[src/rtl/opram_pkg.sv]
// Shared types and constants for the operand RAM controller.
package opram_pkg;

  localparam int AW_DEF = 3;
  localparam int DW_DEF = 8;

  typedef enum logic {
    FILL = 1'b0,
    RUN  = 1'b1
  } state_t;

  localparam logic REQ_A = 1'b0;
  localparam logic REQ_B = 1'b1;

endpackage

[src/rtl/opram_rr_arb2.sv]
// Two-input round-robin arbiter; on a tie the requester not granted last wins.
module opram_rr_arb2
  import opram_pkg::*;
(
  input  logic clk,
  input  logic reset_n,
  input  logic en,
  input  logic req_a,
  input  logic req_b,
  output logic gnt_a,
  output logic gnt_b
);

  logic last;

  always_comb begin
    gnt_a = 1'b0;
    gnt_b = 1'b0;
    if (en) begin
      if (req_a && req_b) begin
        gnt_a = (last == REQ_B);
        gnt_b = (last == REQ_A);
      end else begin
        gnt_a = req_a;
        gnt_b = req_b;
      end
    end
  end

  always_ff @(posedge clk or negedge reset_n) begin
    if (!reset_n) begin
      last <= REQ_A;
    end else if (gnt_a) begin
      last <= REQ_A;
    end else if (gnt_b) begin
      last <= REQ_B;
    end
  end

endmodule

[src/rtl/opram_ctrl.sv]
// Operand RAM controller: zero-fill after reset/clear, then round-robin
// single-port access for two requesters with one-cycle read return.
//
//   state | meaning
//   FILL  | writing INIT_VAL to entry cnt, no grants, busy=1
//   RUN   | arbitrating requester A/B, one access per cycle
module opram_ctrl
  import opram_pkg::*;
#(
  parameter int            AW       = AW_DEF,
  parameter int            DW       = DW_DEF,
  parameter logic [DW-1:0] INIT_VAL = '0
) (
  input  logic          clk,
  input  logic          reset_n,
  input  logic          clear,
  output logic          busy,
  input  logic          a_req,
  input  logic          a_we,
  input  logic [AW-1:0] a_addr,
  input  logic [DW-1:0] a_wdata,
  output logic          a_gnt,
  output logic          a_rvalid,
  input  logic          b_req,
  input  logic          b_we,
  input  logic [AW-1:0] b_addr,
  input  logic [DW-1:0] b_wdata,
  output logic          b_gnt,
  output logic          b_rvalid,
  output logic [DW-1:0] rdata,
  output logic          ram_ce,
  output logic          ram_wre,
  output logic          ram_oce,
  output logic          ram_reset,
  output logic [AW-1:0] ram_ad,
  output logic [DW-1:0] ram_din,
  input  logic [DW-1:0] ram_dout
);

  state_t        state, state_nxt;
  logic [AW-1:0] cnt, cnt_nxt;
  logic          ce_c, wre_c;
  logic          arb_en;

  assign arb_en = (state == RUN) && !clear;

  opram_rr_arb2 u_arb (
    .clk     (clk),
    .reset_n (reset_n),
    .en      (arb_en),
    .req_a   (a_req),
    .req_b   (b_req),
    .gnt_a   (a_gnt),
    .gnt_b   (b_gnt)
  );

  always_ff @(posedge clk or negedge reset_n) begin
    if (!reset_n) begin
      state <= FILL;
      cnt   <= '0;
    end else begin
      state <= state_nxt;
      cnt   <= cnt_nxt;
    end
  end

  always_comb begin
    state_nxt = state;
    cnt_nxt   = cnt;
    ce_c      = 1'b0;
    wre_c     = 1'b0;
    ram_ad    = '0;
    ram_din   = '0;
    case (state)
      FILL: begin
        ce_c    = 1'b1;
        wre_c   = 1'b1;
        ram_ad  = cnt;
        ram_din = INIT_VAL;
        if (clear) begin
          cnt_nxt = '0;
        end else if (cnt == {AW{1'b1}}) begin
          state_nxt = RUN;
          cnt_nxt   = '0;
        end else begin
          cnt_nxt = cnt + 1'b1;
        end
      end
      RUN: begin
        if (clear) begin
          state_nxt = FILL;
          cnt_nxt   = '0;
        end
        if (a_gnt) begin
          ce_c    = 1'b1;
          wre_c   = a_we;
          ram_ad  = a_addr;
          ram_din = a_wdata;
        end else if (b_gnt) begin
          ce_c    = 1'b1;
          wre_c   = b_we;
          ram_ad  = b_addr;
          ram_din = b_wdata;
        end
      end
    endcase
  end

  // Gate the enables with reset so the RAM sees no writes while held in reset.
  assign ram_ce    = ce_c & reset_n;
  assign ram_wre   = wre_c & reset_n;
  assign ram_oce   = 1'b1;
  assign ram_reset = 1'b0;
  assign busy      = (state == FILL);
  assign rdata     = ram_dout;

  always_ff @(posedge clk or negedge reset_n) begin
    if (!reset_n) begin
      a_rvalid <= 1'b0;
      b_rvalid <= 1'b0;
    end else begin
      a_rvalid <= a_gnt & ~a_we;
      b_rvalid <= b_gnt & ~b_we;
    end
  end

endmodule

[config.mk]
export PLATFORM = sky130hd
export DESIGN_NAME = opram_ctrl
export DESIGN_NICKNAME = d
export VERILOG_FILES = /design/src/rtl/opram_pkg.sv /design/src/rtl/opram_rr_arb2.sv /design/src/rtl/opram_ctrl.sv
export SDC_FILE = /design/constraint.sdc
export NUM_CORES = 1
export LEC_CHECK = 0
export ABC_AREA = 1
export BUFFER_PORTS_ARGS = -buffer_cell sky130_fd_sc_hd__buf_2
export CORE_ASPECT_RATIO = 0.9
export CORE_MARGIN = 1.5
export CORE_UTILIZATION = 36
export DETAILED_ROUTE_END_ITERATION = 8
export PLACE_DENSITY = 0.84
export RECOVER_POWER = 50
export SYNTH_ARGS = -nofsm -noshare
export SYNTH_HDL_FRONTEND = slang
export SYNTH_SLANG_ARGS = --single-unit
[constraint.sdc]
create_clock -name clk -period 3.4 [get_ports clk]
set_input_delay 0.34 -clock clk [delete_from_list [all_inputs] [get_ports clk]]
set_output_delay 0.34 -clock clk [all_outputs]
set_load 0.1 [all_outputs]
==> results of run 1 <==
-- through the flow --
| stage | utilization [%] | total power, W | instances |
|---|---|---|---|
| after CTS | 53.6 | 0.000262 | 153 |
| after global placement | 51.1 | 0.000180 | 148 |
| after floorplan | - | 0.000201 | 92 |
| after detailed placement | 51.1 | 0.000181 | 148 |
| final | 53.5 | 0.000259 | 153 |
| after global routing | 53.5 | 0.000272 | 153 |
-- what timing repair did --
item	CTS	global route
buffers inserted	0	0
endpoints found under the hold margin	7	0
hold buffers	1	0
setup endpoints to repair	0	0
-- cell families (layout without fill, tap and decap cells) --
group | count (synthesis) | count (layout) | share of synthesized area (%)
simple gates | 51 | 51 | 35.5
buf+inv | 23 | 62 | 22.3
compound gates | 7 | 7 | 6.81
flops | 7 | 7 | 29.8
fa+ha+maj | 2 | 2 | 4.25
other cells | 2 | 2 | 1.28
-- cells in the mapped netlist, drive strengths merged --
master	number
o21ai	3
buf	12
nor2	5
dfrtp	7
conb	2
ha	2
o211ai	2
nand2	39
nand4	1
nand3	6
inv	11
a21oi	2
-- power breakdown --
part | switching (W) | internal (W) | total, W
Sequential | 0.00000300 | 0.0000885 | 0.0000915
Clock | 0.0000356 | 0.0000432 | 0.0000789
Combinational | 0.0000665 | 0.0000221 | 0.0000886
Total | 0.000105 | 0.000154 | 0.000259
-- flip-flops by register name, summed over array words and instances (netlist names) --
name        flops
cnt             3
a_rvalid        1
b_rvalid        1
state           1
u_arb.last      1
-- worst reg2reg max path, delay by kind of cell, from the launching register on --
family	cells	cell delay, ps
AND/OR/NAND/NOR	2	450
AO/OA/AOI/OAI	1	130
flip-flops	1	460
-- final cells by class --
cell class	instances	area, um^2
fillers	150	688
multi-input cells	62	282
clock inverters	1	5.00
well taps	22	27.5
repair buffers	47	239
flip-flops and latches	7	175
clock buffers	3	22.5
inverters	11	41.3
-- layer usage --
| layer | global-route usage [%] | part of all wire [%] | up-vias |
|---|---|---|---|
| li1 | - | - | 346 |
| met1 | 16.8 | 42 | 283 |
| met2 | 20.8 | 49 | 30 |
| met3 | 5.60 | 8.5 | 2 |
| met4 | 8.09 | 0.56 | 0 |
| met5 | 0 | 0 | - |
-- path summary, 6_finish.rpt --
path	endpoint	slack, ps
max reg2reg	u_arb.last	2220
max	ram_wre	1170
max in group asynchronous	a_rvalid	2560
min	b_rvalid	240
min reg2reg	cnt[0]	550
min in group asynchronous	b_rvalid	530
==> reports/metrics.yaml, run 1 <==
synthesis:
  synth.distinct_cells: 13
  syn_nets: 131
  synth_top_area_share_pct: 29.8
  syn-cell-area_um2: 588
  ys_ff_latch: 7
  syn_area_per_cell_um2: 6.39
  synth_warnings: 0
  yosysSeqAreaShare_pct: 29.8
  synth_area_leader_cell: "dfrtp_1"
  syn_inst: 92
  synth_area_leaders: "dfrtp_1 (30%), nand2_1 (25%), buf_4 (15%)"
clock_tree:
  cts.reportedPaths.clkPinSlew_ps: 60
  cts_buffer_depth: 2
  clock_sinks: 7
  clock_insertion_delay_worst_skew_ps: 260
  cts_htree_levels: 1
  cts_resized: 0
  numCtsBuffers: 3
  cts_tree: "built"
  root_buffer: "clkbuf_4"
die:
  start_util_pct: 39.7
  die_width_um: 45.6
  coreArea_um2: 1480
  fp.dieArea_um2: 1890
  ios: 65
  rows: 13
  die_h_um: 41.3
worst_hold_path:
  holdPathStages: 2
  holdCritPathClass: "primary input to flop"
  hold_path.startpoint: "b_we"
timing:
  drv_slew: 0
  setup_ws_ps: 1170
  timing.final.crit_share_pct: 65.5
  setup_viol: 0
  fmax_mhz: 449
  hold_violations: 0
  finClkSkew_ps: 12.2
  fin_crit_ps: 2230
  rsz0062_at_grt: "false"
  setup_tns_ps: 0
  whs_ps: 240
placed_design:
  pre_cts_ws_ps: 1350
  hpwl_mm: 1.17
  placed_area_um2: 756
  gp_congestion: 0.777
  io_buffers: 46
setup_path:
  crit_cells: 5
  required_ps: 3060
  cpPeakStageDelay_ps: 530
  critPathTopFamily: "buffers and inverters"
  path_cells: "dlygate4sd3_1 > clkbuf_1 > nand2_1 > nor2_1 > buf_2"
  r2r-start: "state"
  critPathCaptureType: "output port"
  critPathLaunchType: "primary input"
  ff2ff_path_depth: 3
  critPathKind: "primary input to output port"
  crit_start: "reset_n"
  cp.arrival_ps: 1890
  cp_max_fo: 8
  critPathBufInv: 3
  critPathSlowestCell: "dlygate4sd3_1"
route:
  ant_nets: 0
  viasPerCell: 4.32
  wirelength_mm: 1.43
  firstDrtPassIters: 4
  wl_per_cell_um: 9.36
  first_iter_violations: 14
  vias: 661
  drc: 0
power_and_ir_drop:
  leakage_nw: 0.517
  ir_drop_mv: 0.220
  p_per_area_nw_per_um2: 327
run_status:
  outcome: "complete, no violations"
final_layout:
  nNetsFinal: 171
  final_cell_mix: "buf_2 (45), nand2_1 (39), inv_1 (11), dfrtp_1 (7), nand3_1 (6)"
  design_area_um2: 792
  layout_commonest_cell: "buf_2"
  areaGrowthSynthToFinish_pct: 34.7
  drive_gt1_share_pct: 38.2
  num_antenna_cells: 0
global_routing:
  grt_pass1_vias: 440
  overflow: 0
  grt_start_max_net_pins: 15
  grt_usage_pct: 13.8
  grt_pass1_wl_mm: 1.76
  grt_antenna_before_repair: 0
run:
  max-cap-violations: 0
Note: power is estimated with default switching activity, not from simulation.
==> inputs of run 2 (changes only) <==
--- a/config.mk
+++ b/config.mk
@@ -5,13 +5,13 @@
 export SDC_FILE = /design/constraint.sdc
 export NUM_CORES = 1
 export LEC_CHECK = 0
-export ABC_AREA = 1
+export ABC_AREA = 0
 export BUFFER_PORTS_ARGS = -buffer_cell sky130_fd_sc_hd__buf_2
 export CORE_ASPECT_RATIO = 0.9
 export CORE_MARGIN = 1.5
-export CORE_UTILIZATION = 36
+export CORE_UTILIZATION = 30
 export DETAILED_ROUTE_END_ITERATION = 8
-export PLACE_DENSITY = 0.84
+export PLACE_DENSITY = 0.74
 export RECOVER_POWER = 50
 export SYNTH_ARGS = -nofsm -noshare
 export SYNTH_HDL_FRONTEND = slang
==> constraint.sdc (replaced) <==
create_clock -name clk -period 1.95 [get_ports clk]
set_input_delay 0.195 -clock clk [delete_from_list [all_inputs] [get_ports clk]]
set_output_delay 0.195 -clock clk [all_outputs]
set_load 0.1 [all_outputs]
==> reports/metrics.yaml, run 2 <==
run_status:
  outcome: "complete, no violations"  # unchanged
die:
  fp.dieArea_um2: 2270  # was 1890 um^2
  die_h_um: 45.3  # was 41.3 um
  ios: 65  # unchanged
  rows: 15  # was 13
  die_width_um: 50.0  # was 45.6 um
  coreArea_um2: 1900  # was 1480 um^2
  start_util_pct: 31.5  # was 39.7%
setup_path:
  cp.arrival_ps: 1640  # was 1890 ps
  crit_start: "u_arb.last"  # was reset_n
  required_ps: 1750  # was 3060 ps
  critPathLaunchType: "flop"  # was primary input
  critPathCaptureType: "output port"  # unchanged
  critPathKind: "flop to output port"  # was primary input to output port
  cp_max_fo: 12  # was 8
  r2r-start: "cnt[0]"  # was state
global_routing:
  grt_util_met2_pct: 28.2  # was 20.8%
  grt_usage_pct: 15.7  # was 13.8%
  grt_start_max_net_pins: 14  # was 15
  met3_usage_pct: 9.27  # was 5.60%
  grt.met1_usage_pct: 15.9  # was 16.8%
  grt_pass1_vias: 582  # was 440
  busiest_layer: "met2"  # unchanged
  overflow: 0  # unchanged
  grt_pass1_wl_mm: 2.58  # was 1.76 mm
  grt_antenna_before_repair: 0  # unchanged
timing:
  setup_viol: 0  # unchanged
  fin_crit_ps: 1840
  whs_ps: 114  # was 240 ps
  fmax_mhz: 544
  drv_slew: 0  # unchanged
  setup_tns_ps: 0  # unchanged
  rsz0062_at_grt: "false"  # unchanged
  hold_violations: 0  # unchanged
  finClkSkew_ps: 3.27  # was 12.2 ps
  setup_ws_ps: 111  # was 1170 ps
  timing.final.crit_share_pct: 94.3
route:
  vias: 615  # was 661
  firstDrtPassIters: 4  # unchanged
  wl_per_cell_um: 12.5  # was 9.36 um
  viasPerCell: 4.73  # was 4.32
  wirelength_mm: 1.63  # was 1.43 mm
  drc: 0  # unchanged
  ant_nets: 0  # unchanged
  first_iter_violations: 7  # was 14
final_layout:
  postLayoutCoreUtil_pct: 54.5  # was 53.5%
  layout_commonest_cell: "buf_2"  # unchanged
  multi_input_area_um2: 320  # was 282 um^2
  fillers: 172  # was 150
  num_antenna_cells: 0  # unchanged
  design_area_um2: 1030  # was 792 um^2
  areaGrowthSynthToFinish_pct: 73.2  # was 34.7%
  seq_area_um2: 175  # unchanged
  largest_register_ffs: 3  # unchanged
  top_register: "cnt"  # unchanged
  nNetsFinal: 145  # was 171
  final_cell_mix: "buf_2 (32), buf_12 (14), a22o_2 (8), dfrtp_1 (7), nor2_1 (6)"  # was buf_2 (45), nand2_1 (39), inv_1 (11), dfrtp_1 (7), nand3_1 (6)
  drive_gt1_share_pct: 62.9  # was 38.2%
placed_design:
  pre_cts_ws_ps: 246  # was 1350 ps
  io_buffers: 46  # unchanged
  gp_congestion: 0.769  # was 0.777
  placed_area_um2: 993  # was 756 um^2
  hpwl_mm: 1.38  # was 1.17 mm
clock_tree:
  cts_htree_levels: 1  # unchanged
  cts_buffer_depth: 2  # unchanged
  numCtsBuffers: 3  # unchanged
  root_buffer: "clkbuf_4"  # unchanged
  clock_insertion_delay_worst_skew_ps: 250  # was 260 ps
  cts_tree: "built"  # unchanged
  cts.reportedPaths.clkPinSlew_ps: 50  # was 60 ps
  clock_sinks: 7  # unchanged
synthesis:
  synth.most_common_cell: "buf_4"  # was nand2_1
  syn_area_per_cell_um2: 9.33  # was 6.39 um^2
  synth_warnings: 0  # unchanged
  synth_flop_cell: "dfrtp_1"  # unchanged
  syn-cell-area_um2: 597  # was 588 um^2
  syn_inst: 64  # was 92
  ys_ff_latch: 7  # unchanged
  synth.distinct_cells: 25  # was 13
  async_flop_share_pct: 100  # unchanged
  synth_area_leader_cell: "dfrtp_1"  # unchanged
  synth-edff-count: 0  # unchanged
  ys_top_cells_by_count: "buf_4 (11), a22o_2 (8), dfrtp_1 (7)"  # was nand2_1 (39), buf_4 (12), inv_1 (11)
  synth_top_area_share_pct: 29.4  # was 29.8%
  synth_area_leaders: "dfrtp_1 (29%), buf_4 (14%), a22o_2 (13%)"  # was dfrtp_1 (30%), nand2_1 (25%), buf_4 (15%)
  yosysSeqAreaShare_pct: 29.4  # was 29.8%
  syn_nets: 103  # was 131
worst_hold_path:
  hold_path.startpoint: "a_we"  # was b_we
  holdCritPathClass: "primary input to flop"  # unchanged
power_and_ir_drop:
  ir_drop_mv: 0.397  # was 0.220 mV
  leakage_nw: 0.509  # was 0.517 nW
  p_per_area_nw_per_um2: 477  # was 327 nW/um^2
run:
  max-cap-violations: 0  # unchanged
[run 2: changes by cell type after synthesis, moves of 2 or more]
| cell | previous run | this run |
|---|---|---|
| o211ai_1 | 2 | 0 |
| nor2b_1 | 0 | 4 |
| nand3b_1 | 0 | 2 |
| nor2_1 | 4 | 6 |
| inv_1 | 11 | 2 |
| mux2i_1 | 0 | 2 |
| a221o_2 | 0 | 2 |
| a22o_2 | 0 | 8 |
| nand2_1 | 39 | 1 |
| nor3_1 | 0 | 2 |
| nand3_1 | 6 | 0 |
[run 2: area by class of cell]
cell class / count / area share, %
clock buffer: 4 / 2.54
inverter: 2 / 0.726
multi-input combinational: 42 / 31.0
sequential: 7 / 16.9
tap: 25 / 3.03
timing repair buffer: 50 / 45.8
[run 2: cell families after synthesis]
kind of cell             after synthesis  synth area share, %
other                                  2                 1.26
multiplexers                           2                 3.35
AND/OR/NAND/NOR                       20                 19.7
AO/OA/AOI/OAI                         16                 24.3
adder cells (fa/ha/maj)                2                 4.19
buffers and inverters                 15                 17.8
flip-flops                             7                 29.4
[run 2: path summary, 6_finish.rpt]
check	to	slack [ps]	depth (start not counted)
max	ram_ad[0]	110	4
min	a_rvalid	110	2
max reg2reg	cnt[0]	680	5
min reg2reg	u_arb.last	540	1
max in group asynchronous	cnt[1]	1470	2
min in group asynchronous	a_rvalid	310	2
[run 2: what timing repair did]
item | CTS | global route
hold buffers | 1 | 0
gates resized for setup | 1 | 0
endpoints found under the hold margin | 7 | 0
buffers inserted | 0 | 0
endpoints found under the setup margin | 9 | 0
[run 2: metrics by stage]
step | std cells | total power, W
after floorplan | 64 | 0.000365
after global placement | 125 | 0.000358
after detailed placement | 125 | 0.000365
after CTS | 130 | 0.000501
after global routing | 130 | 0.000526
final | 130 | 0.000493
[run 2: per-layer routing]
metal | vias up | routed length (um)
li1 | 298 | -
met1 | 276 | 626
met2 | 39 | 782
met3 | 2 | 206
met4 | 0 | 17
met5 | - | 0
[run 2: power breakdown]
part / total [W] / internal [W] / leakage (nW) / switching (W)
clock network: 0.000130 / 0.0000780 / 0.0150 / 0.0000518
registers: 0.000164 / 0.000155 / 0.0943 / 0.00000909
logic: 0.000199 / 0.0000732 / 0.399 / 0.000126
[run 2: worst max-delay path: stages, from the launching register on]
cell,delay (ps)
dfrtp_1,400
and2b_1,280
nor2_4,100
a221o_2,430
buf_12,180
